[src/rtl/hw_mailbox_arbiter_if.sv]
// Bundle of the shared mailbox port: per-requester command side plus the single
// downstream command/response port toward the mailbox FSM.
interface hw_mailbox_arbiter_if #(
    parameter int P_NO_REQ     = 2,
    parameter int P_ADDR_WIDTH = 4,
    parameter int P_DATA_WIDTH = 32
);
    logic [P_NO_REQ-1:0]                   req_lock;
    logic [P_NO_REQ-1:0]                   req_do_read;
    logic [P_NO_REQ-1:0]                   req_do_write;
    logic [P_NO_REQ-1:0][P_ADDR_WIDTH-1:0] req_address;
    logic [P_NO_REQ-1:0][P_DATA_WIDTH-1:0] req_data_wr;
    logic [P_NO_REQ-1:0]                   grant;
    logic [P_NO_REQ-1:0]                   req_ready;
    logic [P_DATA_WIDTH-1:0]               req_data_rd;

    logic                                  m_do_read;
    logic                                  m_do_write;
    logic [P_ADDR_WIDTH-1:0]               m_address;
    logic [P_DATA_WIDTH-1:0]               m_data_wr;
    logic                                  m_ready;
    logic [P_DATA_WIDTH-1:0]               m_data_rd;

    // Arbiter view: consumes requester strobes and mailbox responses.
    modport slave (
        input  req_lock, req_do_read, req_do_write, req_address, req_data_wr,
        input  m_ready, m_data_rd,
        output grant, req_ready, req_data_rd,
        output m_do_read, m_do_write, m_address, m_data_wr
    );

    // Environment view: requesters plus the downstream mailbox FSM.
    modport master (
        output req_lock, req_do_read, req_do_write, req_address, req_data_wr,
        output m_ready, m_data_rd,
        input  grant, req_ready, req_data_rd,
        input  m_do_read, m_do_write, m_address, m_data_wr
    );
endinterface

[src/rtl/hw_mailbox_arbiter.sv]
// Round-robin lock arbiter sharing one mailbox command/response port between
// P_NO_REQ requesters, with a watchdog that reclaims the port from a stalled owner.
module hw_mailbox_arbiter #(
    parameter int P_NO_REQ         = 2,
    parameter int P_ADDR_WIDTH     = 4,
    parameter int P_DATA_WIDTH     = 32,
    parameter int P_TIMEOUT_CYCLES = 65535
) (
    input  logic                        clk,
    input  logic                        reset,
    hw_mailbox_arbiter_if.slave         bus,
    output logic                        timeout_err,
    output logic [$clog2(P_NO_REQ)-1:0] timeout_id
);
    localparam int IDX_W = $clog2(P_NO_REQ);
    localparam int WD_W  = $clog2(P_TIMEOUT_CYCLES);
    localparam logic [WD_W-1:0]  WD_LAST  = WD_W'(P_TIMEOUT_CYCLES - 1);
    localparam logic [IDX_W-1:0] IDX_LAST = IDX_W'(P_NO_REQ - 1);
    localparam logic [IDX_W:0]   N_EXT    = (IDX_W + 1)'(P_NO_REQ);

    typedef enum logic [1:0] {
        S_IDLE,
        S_OWNED,
        S_RELEASE
    } state_t;

    state_t                 state_reg, state_next;
    logic [P_NO_REQ-1:0]    grant_reg, grant_next;
    logic [IDX_W-1:0]       owner_reg, owner_next;
    logic [IDX_W-1:0]       rr_ptr_reg, rr_ptr_next;
    logic [WD_W-1:0]        wd_cnt_reg, wd_cnt_next;
    logic                   timeout_err_reg, timeout_err_next;
    logic [IDX_W-1:0]       timeout_id_reg, timeout_id_next;

    logic [IDX_W-1:0]       owner_inc;
    logic [IDX_W-1:0]       arb_base;
    logic [2*P_NO_REQ-1:0]  lock_rot;
    logic                   pick_valid;
    logic [IDX_W-1:0]       pick_off;
    logic [IDX_W:0]         pick_sum;
    logic [IDX_W-1:0]       pick_idx;
    logic [P_NO_REQ-1:0]    pick_onehot;

    logic [P_NO_REQ-1:0]    ready_lane;
    logic [P_NO_REQ-1:0]    rd_lane;
    logic [P_NO_REQ-1:0]    wr_lane;
    logic                   owned;
    logic                   owner_strobe;

    assign owner_inc = (owner_reg == IDX_LAST) ? '0 : owner_reg + 1'b1;

    // Arbitrating from S_RELEASE with the already-rotated pointer keeps the
    // gap between owners at exactly one cycle.
    assign arb_base = (state_reg == S_RELEASE) ? owner_inc : rr_ptr_reg;
    assign lock_rot = {bus.req_lock, bus.req_lock} >> arb_base;

    always_comb begin
        pick_valid = 1'b0;
        pick_off   = '0;
        for (int i = P_NO_REQ - 1; i >= 0; i--) begin
            if (lock_rot[i]) begin
                pick_valid = 1'b1;
                pick_off   = IDX_W'(i);
            end
        end
    end

    assign pick_sum    = {1'b0, arb_base} + {1'b0, pick_off};
    assign pick_idx    = (pick_sum >= N_EXT) ? IDX_W'(pick_sum - N_EXT) : IDX_W'(pick_sum);
    assign pick_onehot = {{(P_NO_REQ-1){1'b0}}, 1'b1} << pick_idx;

    // Only the owner's lane is enabled; grant is zero outside S_OWNED, so the
    // downstream port is quiet in idle and in the release gap.
    for (genvar gi = 0; gi < P_NO_REQ; gi++) begin : g_lane
        assign ready_lane[gi] = grant_reg[gi] & bus.m_ready;
        assign rd_lane[gi]    = grant_reg[gi] & bus.req_do_read[gi];
        assign wr_lane[gi]    = grant_reg[gi] & bus.req_do_write[gi];
    end

    assign owned           = |grant_reg;
    assign bus.grant       = grant_reg;
    assign bus.req_ready   = ready_lane;
    assign bus.req_data_rd = bus.m_data_rd;
    assign bus.m_do_read   = |rd_lane;
    assign bus.m_do_write  = |wr_lane;
    assign bus.m_address   = owned ? bus.req_address[owner_reg] : '0;
    assign bus.m_data_wr   = owned ? bus.req_data_wr[owner_reg] : '0;
    assign owner_strobe    = (|rd_lane) | (|wr_lane);

    assign timeout_err = timeout_err_reg;
    assign timeout_id  = timeout_id_reg;

    always_comb begin
        state_next       = state_reg;
        grant_next       = grant_reg;
        owner_next       = owner_reg;
        rr_ptr_next      = rr_ptr_reg;
        wd_cnt_next      = wd_cnt_reg;
        timeout_err_next = 1'b0;
        timeout_id_next  = timeout_id_reg;

        case (state_reg)
            S_IDLE: begin
                if (pick_valid) begin
                    state_next  = S_OWNED;
                    grant_next  = pick_onehot;
                    owner_next  = pick_idx;
                    wd_cnt_next = '0;
                end
            end
            S_OWNED: begin
                if (owner_strobe) begin
                    wd_cnt_next = '0;
                end else if (wd_cnt_reg != WD_LAST) begin
                    wd_cnt_next = wd_cnt_reg + 1'b1;
                end
                // Both exits wait for m_ready so an in-flight op always completes.
                if (!bus.req_lock[owner_reg] && bus.m_ready) begin
                    state_next = S_RELEASE;
                    grant_next = '0;
                end else if ((wd_cnt_reg == WD_LAST) && bus.m_ready) begin
                    state_next       = S_RELEASE;
                    grant_next       = '0;
                    timeout_err_next = 1'b1;
                    timeout_id_next  = owner_reg;
                end
            end
            S_RELEASE: begin
                rr_ptr_next = owner_inc;
                if (pick_valid) begin
                    state_next  = S_OWNED;
                    grant_next  = pick_onehot;
                    owner_next  = pick_idx;
                    wd_cnt_next = '0;
                end else begin
                    state_next = S_IDLE;
                    grant_next = '0;
                end
            end
            default: begin
                state_next = S_IDLE;
                grant_next = '0;
            end
        endcase
    end

    always_ff @(posedge clk) begin
        if (reset) begin
            state_reg       <= S_IDLE;
            grant_reg       <= '0;
            owner_reg       <= '0;
            rr_ptr_reg      <= '0;
            wd_cnt_reg      <= '0;
            timeout_err_reg <= 1'b0;
            timeout_id_reg  <= '0;
        end else begin
            state_reg       <= state_next;
            grant_reg       <= grant_next;
            owner_reg       <= owner_next;
            rr_ptr_reg      <= rr_ptr_next;
            wd_cnt_reg      <= wd_cnt_next;
            timeout_err_reg <= timeout_err_next;
            timeout_id_reg  <= timeout_id_next;
        end
    end
endmodule

[src/flat_wrapper.sv]
// flat-port wrapper written by rule: the top's interface ports become plain ports
module hw_mailbox_arbiter_flat 
#(
    parameter int P_NO_REQ         = 2,
    parameter int P_ADDR_WIDTH     = 4,
    parameter int P_DATA_WIDTH     = 32,
    parameter int P_TIMEOUT_CYCLES = 65535
)
  (clk, reset, timeout_err, timeout_id, bus_req_lock, bus_req_do_read, bus_req_do_write, bus_req_address, bus_req_data_wr, bus_m_ready, bus_m_data_rd, bus_grant, bus_req_ready, bus_req_data_rd, bus_m_do_read, bus_m_do_write, bus_m_address, bus_m_data_wr);
  hw_mailbox_arbiter_if #(.P_NO_REQ(P_NO_REQ), .P_ADDR_WIDTH(P_ADDR_WIDTH), .P_DATA_WIDTH(P_DATA_WIDTH)) bus_i ();
  input  logic clk;
  input  logic reset;
  output logic timeout_err;
  output logic [$clog2(P_NO_REQ)-1:0] timeout_id;
  input wire logic [$bits(bus_i.req_lock)-1:0] bus_req_lock;
  input wire logic [$bits(bus_i.req_do_read)-1:0] bus_req_do_read;
  input wire logic [$bits(bus_i.req_do_write)-1:0] bus_req_do_write;
  input wire logic [$bits(bus_i.req_address)-1:0] bus_req_address;
  input wire logic [$bits(bus_i.req_data_wr)-1:0] bus_req_data_wr;
  input wire logic [$bits(bus_i.m_ready)-1:0] bus_m_ready;
  input wire logic [$bits(bus_i.m_data_rd)-1:0] bus_m_data_rd;
  output wire logic [$bits(bus_i.grant)-1:0] bus_grant;
  output wire logic [$bits(bus_i.req_ready)-1:0] bus_req_ready;
  output wire logic [$bits(bus_i.req_data_rd)-1:0] bus_req_data_rd;
  output wire logic [$bits(bus_i.m_do_read)-1:0] bus_m_do_read;
  output wire logic [$bits(bus_i.m_do_write)-1:0] bus_m_do_write;
  output wire logic [$bits(bus_i.m_address)-1:0] bus_m_address;
  output wire logic [$bits(bus_i.m_data_wr)-1:0] bus_m_data_wr;
  assign bus_i.req_lock = bus_req_lock;
  assign bus_i.req_do_read = bus_req_do_read;
  assign bus_i.req_do_write = bus_req_do_write;
  assign bus_i.req_address = bus_req_address;
  assign bus_i.req_data_wr = bus_req_data_wr;
  assign bus_i.m_ready = bus_m_ready;
  assign bus_i.m_data_rd = bus_m_data_rd;
  assign bus_grant = bus_i.grant;
  assign bus_req_ready = bus_i.req_ready;
  assign bus_req_data_rd = bus_i.req_data_rd;
  assign bus_m_do_read = bus_i.m_do_read;
  assign bus_m_do_write = bus_i.m_do_write;
  assign bus_m_address = bus_i.m_address;
  assign bus_m_data_wr = bus_i.m_data_wr;
  hw_mailbox_arbiter #(.P_NO_REQ(P_NO_REQ), .P_ADDR_WIDTH(P_ADDR_WIDTH), .P_DATA_WIDTH(P_DATA_WIDTH), .P_TIMEOUT_CYCLES(P_TIMEOUT_CYCLES)) u_core (.clk(clk), .reset(reset), .bus(bus_i), .timeout_err(timeout_err), .timeout_id(timeout_id));
endmodule
[config.mk]
export PLATFORM = sky130hd
export DESIGN_NAME = hw_mailbox_arbiter_flat
export DESIGN_NICKNAME = d
export VERILOG_FILES = /design/src/rtl/hw_mailbox_arbiter_if.sv /design/src/rtl/hw_mailbox_arbiter.sv /design/src/flat_wrapper.sv
export SDC_FILE = /design/constraint.sdc
export NUM_CORES = 1
export LEC_CHECK = 0
export CORE_ASPECT_RATIO = 1.2
export CORE_MARGIN = 4
export CORE_UTILIZATION = 34
export DETAILED_ROUTE_END_ITERATION = 10
export GPL_TIMING_DRIVEN = 0
export PLACE_DENSITY = 0.95
export SETUP_SLACK_MARGIN = 0.4
export SLEW_MARGIN = 15
export SYNTH_ARGS = -nofsm -noshare
export SYNTH_HDL_FRONTEND = slang
export SYNTH_SLANG_ARGS = --single-unit
[constraint.sdc]
create_clock -name clk -period 4.39 [get_ports clk]
set_input_delay 0.878 -clock clk [delete_from_list [all_inputs] [get_ports clk]]
set_output_delay 0.878 -clock clk [all_outputs]
set_load 0.01 [all_outputs]
==> results_dict.tcl, run 1 <==
set metrics [dict create \
    status "finished, final reports clean" \
    rows 31 \
    finalSetupTns_ns 0 \
    drt_iter0_markers 151 \
    critPathKind "reg -> out" \
    finalSetupViolations 0 \
    slowest_delay_ns 0.58 \
    post_drt_wl_per_cell_um 16.04 \
    diodes 0 \
    stdcell_count 517 \
    netlist_area_sq_um 2111 \
    grt_pass1_wl_um 12440 \
    p_leak_nw 1.437 \
    largest_register_ffs 16 \
    synth_top_area_share 0.2276 \
    initial_core_util 0.3488 \
    clk_latency_ns 0.27 \
    required_ns 3.51 \
    ioPinCount 189 \
    drc 0 \
    postCtsSetupRepairBufs 0 \
    start_kind "flip-flop" \
    crit_slowest_cell "clkdlybuf4s50_1" \
    dieArea_sq_um 7538 \
    syn2layout_area_growth_pct 80.79 \
    maxCapViolCount 0 \
    design_area_sq_um 3816 \
    dr.pass1.iters 4 \
    wirelength_um 8294 \
    cts_resized 0 \
    min_period_ns 3.371 \
    die_h_um 94.31 \
    yosysUniqueCellTypes 44 \
    cts_buffers 3 \
    hold_class "reg -> reg" \
    end_kind "output port" \
    rsz0062_at_grt "no" \
    syn-instance-count 276 \
    vdd_drop_max_uv 113.1 \
    worst_slack_ns 1.019 \
    syn-mean-instance-area_sq_um 7.648 \
    detailed_place.area_sq_um 3775 \
    cp_data_arrival_time_ns 2.49 \
    cts.sinks 24 \
    fin_skew_ns 0.01019 \
    io_buffer_count 156 \
    clockBufferDepth 2 \
    postLayoutCoreUtil 0.6307 \
    power_uw 751.6 \
    die_width_um 79.93 \
    antenna_found_initial 0 \
    syn_nets 391 \
    grt_pass1_vias 2616 \
    synth_edf_count 0 \
    synth_warnings 0 \
    tightest_slew_ns 0.7335 \
    fin_crit_sh 0.7679 \
    drtAntennaViolNets 0 \
    grt_max_degree 13 \
    holdWs_ns 0.5074 \
    yosysTopAreaCell "dfxtp_1" \
    cp_max_fo 10 \
    dp_slack_ns 1.332 \
    synthTopCellsByArea "dfxtp_1 (23%), mux2i_1 (18%), buf_4 (11%), nor2_1 (9.8%), nand4_1 (2.7%)" \
    grt_usage 0.2107 \
    grt_overflow 0 \
    synth-seq-cells 24 \
    viasPerCell 4.950 \
    power_density_nw_per_um2 197.0 \
    cts-root-buf "clkbuf_8" \
    cts_hold_buffers 0 \
    crit_path_cell_trace "clkbuf_1 -> buf_2 -> buf_1 -> mux2i_1 -> nor2_1 -> clkdlybuf4s50_1" \
    finalHoldViolCount 0 \
    async_reset_ff_frac 0 \
    slew_violations 0 \
    coreArea_sq_um 6051 \
    clk_pin_slew_ns 0.09 \
    fmax_mhz 296.6 \
    vias 2559 \
    ys_seq_area_frac 0.2276 \
    drive_above_1_share 0.1126 \
    htree_levels 1 \
    cts_tree "done" \
    slew-limit-headroom 0.5110 \
    gp_congestion 0.9525 \
    dp_cells 514 \
    nNetsFinal 552 \
    dpl.hpwl_um 6900 \
    synthFlopType "dfxtp_1" \
]
==> kinds of logic after synthesis <==
logic type,after synthesis,share of synthesized area
AOI/OAI and AO/OA,41,0.1316
xor gates and xnor gates,6,0.02490
adders and majority gates,3,0.01660
buffers and inverters,53,0.1624
DFF,24,0.2276
muxes,38,0.1808
and+or+nand+nor,111,0.2561
==> final timing paths <==
path	end	start	cells past startpoint	slack (ns)
hold reg to reg	u_core.wd_cnt_reg[15]	u_core.wd_cnt_reg[15]	2	0.51
setup / recovery	bus_m_address[2]	u_core.owner_reg	6	1.02
setup reg to reg	u_core.wd_cnt_reg[5]	u_core.wd_cnt_reg[1]	8	2.26
hold / removal	u_core.wd_cnt_reg[15]	u_core.wd_cnt_reg[15]	2	0.51
==> report_power, final <==
part / leakage, nW / total, mW / switching, mW / internal [mW]
registers: 0.194 / 0.231 / 0.00690 / 0.224
clock network: 0.0216 / 0.132 / 0.0707 / 0.0614
logic: 1.22 / 0.389 / 0.162 / 0.227
total: 1.44 / 0.752 / 0.240 / 0.512
==> cell usage in the layout, fill, tap and decap left out, drive strengths merged, types with 5 or more instances in the layout <==
cell / count
nor2b: 5
buf: 42
nor2: 55
inv: 5
mux2i: 37
o21ai: 12
dfxtp: 24
a21oi: 7
nand2: 12
clkbuf: 9
nand3: 9
nand4: 10
o211ai: 6
clkdlybuf4s50: 156
==> cell usage after synthesis (5+ instances only) <==
cell type / n
nor2_1: 55
mux2i_1: 37
buf_4: 32
dfxtp_1: 24
nand2_1: 12
o21ai_0: 10
nand3_1: 9
nand4_1: 9
a21oi_1: 7
buf_2: 6
o211ai_1: 6
clkbuf_1: 5
inv_1: 5
nor2b_1: 5
==> final cells by class <==
type                    instances  area (sq um)
plain buffers                  48         324.1
multi-input cells             199          1287
clock buffers                   3         41.29
repair buffers                156          1562
fillers                       534          2235
flip-flops and latches         24         480.5
inverters                       5         18.77
well taps                      82         102.6
==> metal layers <==
layer  GRT usage  vias to the layer above  part of all wire
li1            -                     1246                 -
met1      0.2304                     1158              0.36
met2      0.3943                      144              0.53
met3     0.06814                       11              0.11
met4     0.03944                        0             0.011
met5           0                        -                 0
==> worst max-delay path: cells and delay by family, from the launching register on <==
kind / cells / cell delay (ns)
flops: 1 / 0.31
simple gates: 1 / 0.12
buf+inv: 4 / 1.62
mux: 1 / 0.16
Power figures use the tool's default switching activity.
==> run 2, diff against run 1 <==
- CORE_UTILIZATION: 34 -> 32
- PLACE_DENSITY: 0.95 -> 0.92
- clock period: 4.39 -> 3.3 ns (I/O delays scaled with it)
==> run 2 against run 1 <==
  * Core utilization is 2.8 points lower
  * Via count up 2.7%
  * Sequential cell count unchanged
  * Cell count increased by 0.77%
  * First-iteration DRC count grew 93%
  * Clock skew is 0.0036 ns lower
  * Total power rose by 45%
  * Register-to-register slack got worse by 1.1 ns
  * Sequential power is 33% higher
  * Critical path depth is 2 lower
  * Die area up 5.7%
  * Global-route usage is essentially flat
  * Highest routed layer unchanged
==> results_dict.tcl, run 2 (synthesis results as in run 1) <==
set metrics [dict create \
    crit_path_cell_trace "nor2_2 -> clkbuf_1 -> nor2_1 -> clkdlybuf4s50_1" \
    cts_buffers 3 \
    r2r_cells 8 \
    status "finished, final reports clean" \
    dr.pass1.iters 5 \
    cts-root-buf "clkbuf_8" \
    ioPinCount 189 \
    reg2reg_from "u_core.wd_cnt_reg[1]" \
    io_buffer_count 156 \
    dpl.hpwl_um 6949 \
    min_to "u_core.wd_cnt_reg[15]" \
    final_common_cell "clkdlybuf4s50_1" \
    min_period_ns 2.715 \
    crit_slowest_cell "clkdlybuf4s50_1" \
    slowest_delay_ns 0.52 \
    fmax_mhz 368.3 \
    drive_above_1_share 0.1216 \
    diodes 0 \
    syn2layout_area_growth_pct 82.99 \
    drtAntennaViolNets 0 \
    cts_resized 4 \
    critPathTopFamily "buffers and inverters" \
    min-delay-start "u_core.wd_cnt_reg[15]" \
    vdd_drop_max_uv 196.0 \
    postCtsSetupRepairBufs 0 \
    grt_pass1_wl_um 13100 \
    grt_overflow 0 \
    required_ns 2.64 \
    cts_hold_buffers 0 \
    clockBufferDepth 2 \
    gp_congestion 0.9548 \
    rsz0062_at_grt "no" \
    cp_max_fo 10 \
    coreArea_sq_um 6406 \
    rr_endpoint "u_core.wd_cnt_reg[5]" \
    vias 2629 \
    maxCapViolCount 0 \
    grt_usage 0.2104 \
    tightest_slew_ns 0.5469 \
    initial_core_util 0.3295 \
    cp.buffers_inverters 2 \
    power_density_nw_per_um2 282.9 \
    hold_class "reg -> reg" \
    cp_data_arrival_time_ns 2.06 \
    finalSetupViolations 0 \
    fin_skew_ns 0.006625 \
    grt_max_degree 15 \
    fin_crit_sh 0.8228 \
    drt_iter0_markers 291 \
    largest_register_ffs 16 \
    finalHoldViolCount 0 \
    clk_pin_slew_ns 0.09 \
    die_h_um 96.97 \
    stdcell_count 521 \
    wirelength_um 8466 \
    nNetsFinal 552 \
    end_kind "output port" \
    dp_cells 517 \
    final_cell_mix "clkdlybuf4s50_1 (156), nor2_1 (54), mux2i_1 (37), buf_4 (34), dfxtp_1 (24)" \
    finalSetupTns_ns 0 \
    grt_pass1_vias 2666 \
    critPathKind "reg -> out" \
    reg2reg_setup_slack_ns 1.17 \
    antenna_found_initial 0 \
    slew_violations 0 \
    cts.sinks 24 \
    dieArea_sq_um 7965 \
    start_kind "flip-flop" \
    clk_latency_ns 0.28 \
    viasPerCell 5.046 \
    drc 0 \
    rows 32 \
    slew-limit-headroom 0.6320 \
    post_drt_wl_per_cell_um 16.25 \
    cts_tree "done" \
    p_leak_nw 1.459 \
    hold_depth 2 \
    die_width_um 82.14 \
    htree_levels 1 \
]
-- run 2: per-layer routing --
| metal | wire (um) | vias to the layer above | global-route usage |
|---|---|---|---|
| met2 | 4351 | 182 | 0.3752 |
| met5 | 0 | - | 0 |
| met4 | 158 | 0 | 0.05243 |
| met3 | 988 | 20 | 0.06425 |
| met1 | 2968 | 1169 | 0.2360 |
| li1 | - | 1258 | - |
-- run 2: worst max path at each step --
stage | from | endpoint | depth (start not counted)
2_1_floorplan | u_core.owner_reg | bus_m_address[0] | 5
5_1_grt | u_core.owner_reg | bus_m_data_wr[22] | 6
3_3_place_gp | u_core.owner_reg | bus_m_data_wr[6] | 5
6_report | u_core.bus.grant[0] | bus_m_address[0] | 4
3_5_place_dp | bus_req_do_write[0] | u_core.wd_cnt_reg[11] | 7
4_1_cts | u_core.owner_reg | bus_m_data_wr[21] | 6
-- run 2: power by group --
part	switching, mW	internal, mW	total (mW)	leakage (nW)
logic	0.219	0.304	0.522	1.23
registers	0.00914	0.298	0.307	0.194
clock network	0.101	0.162	0.264	0.0357
total	0.329	0.763	1.09	1.46
-- run 2: cell type report --
type / count / area (sq um)
Clock inverter: 1 / 30.03
Timing Repair Buffer: 156 / 1562
Fill cell: 557 / 2544
Buffer: 48 / 334.1
Multi-Input combinational cell: 199 / 1290
Sequential cell: 24 / 480.5
Clock buffer: 3 / 41.29
Inverter: 5 / 18.77
Tap cell: 85 / 106.4
-- run 2: tightest hold or removal path, delay by kind of cell, from the launching register on --
kind             cells  cell delay [ns]
AO/OA/AOI/OAI        1             0.08
flip-flops           1             0.33
AND/OR/NAND/NOR      1             0.05
-- run 2: per-stage QoR --
step	util	power [mW]	cell area, sq um	setup WS, ns	hold slack (ns)
after floorplan	-	0.5371	2111	1.215	0.4566
after global placement	0.5898	0.8262	3779	0.5081	0.4793
after detailed placement	0.5898	0.8327	3779	0.4389	0.4912
after CTS	0.6021	1.096	3857	0.4071	0.5040
after global routing	0.6029	1.150	3862	0.4124	0.5504
final	0.6029	1.093	3862	0.5848	0.5014
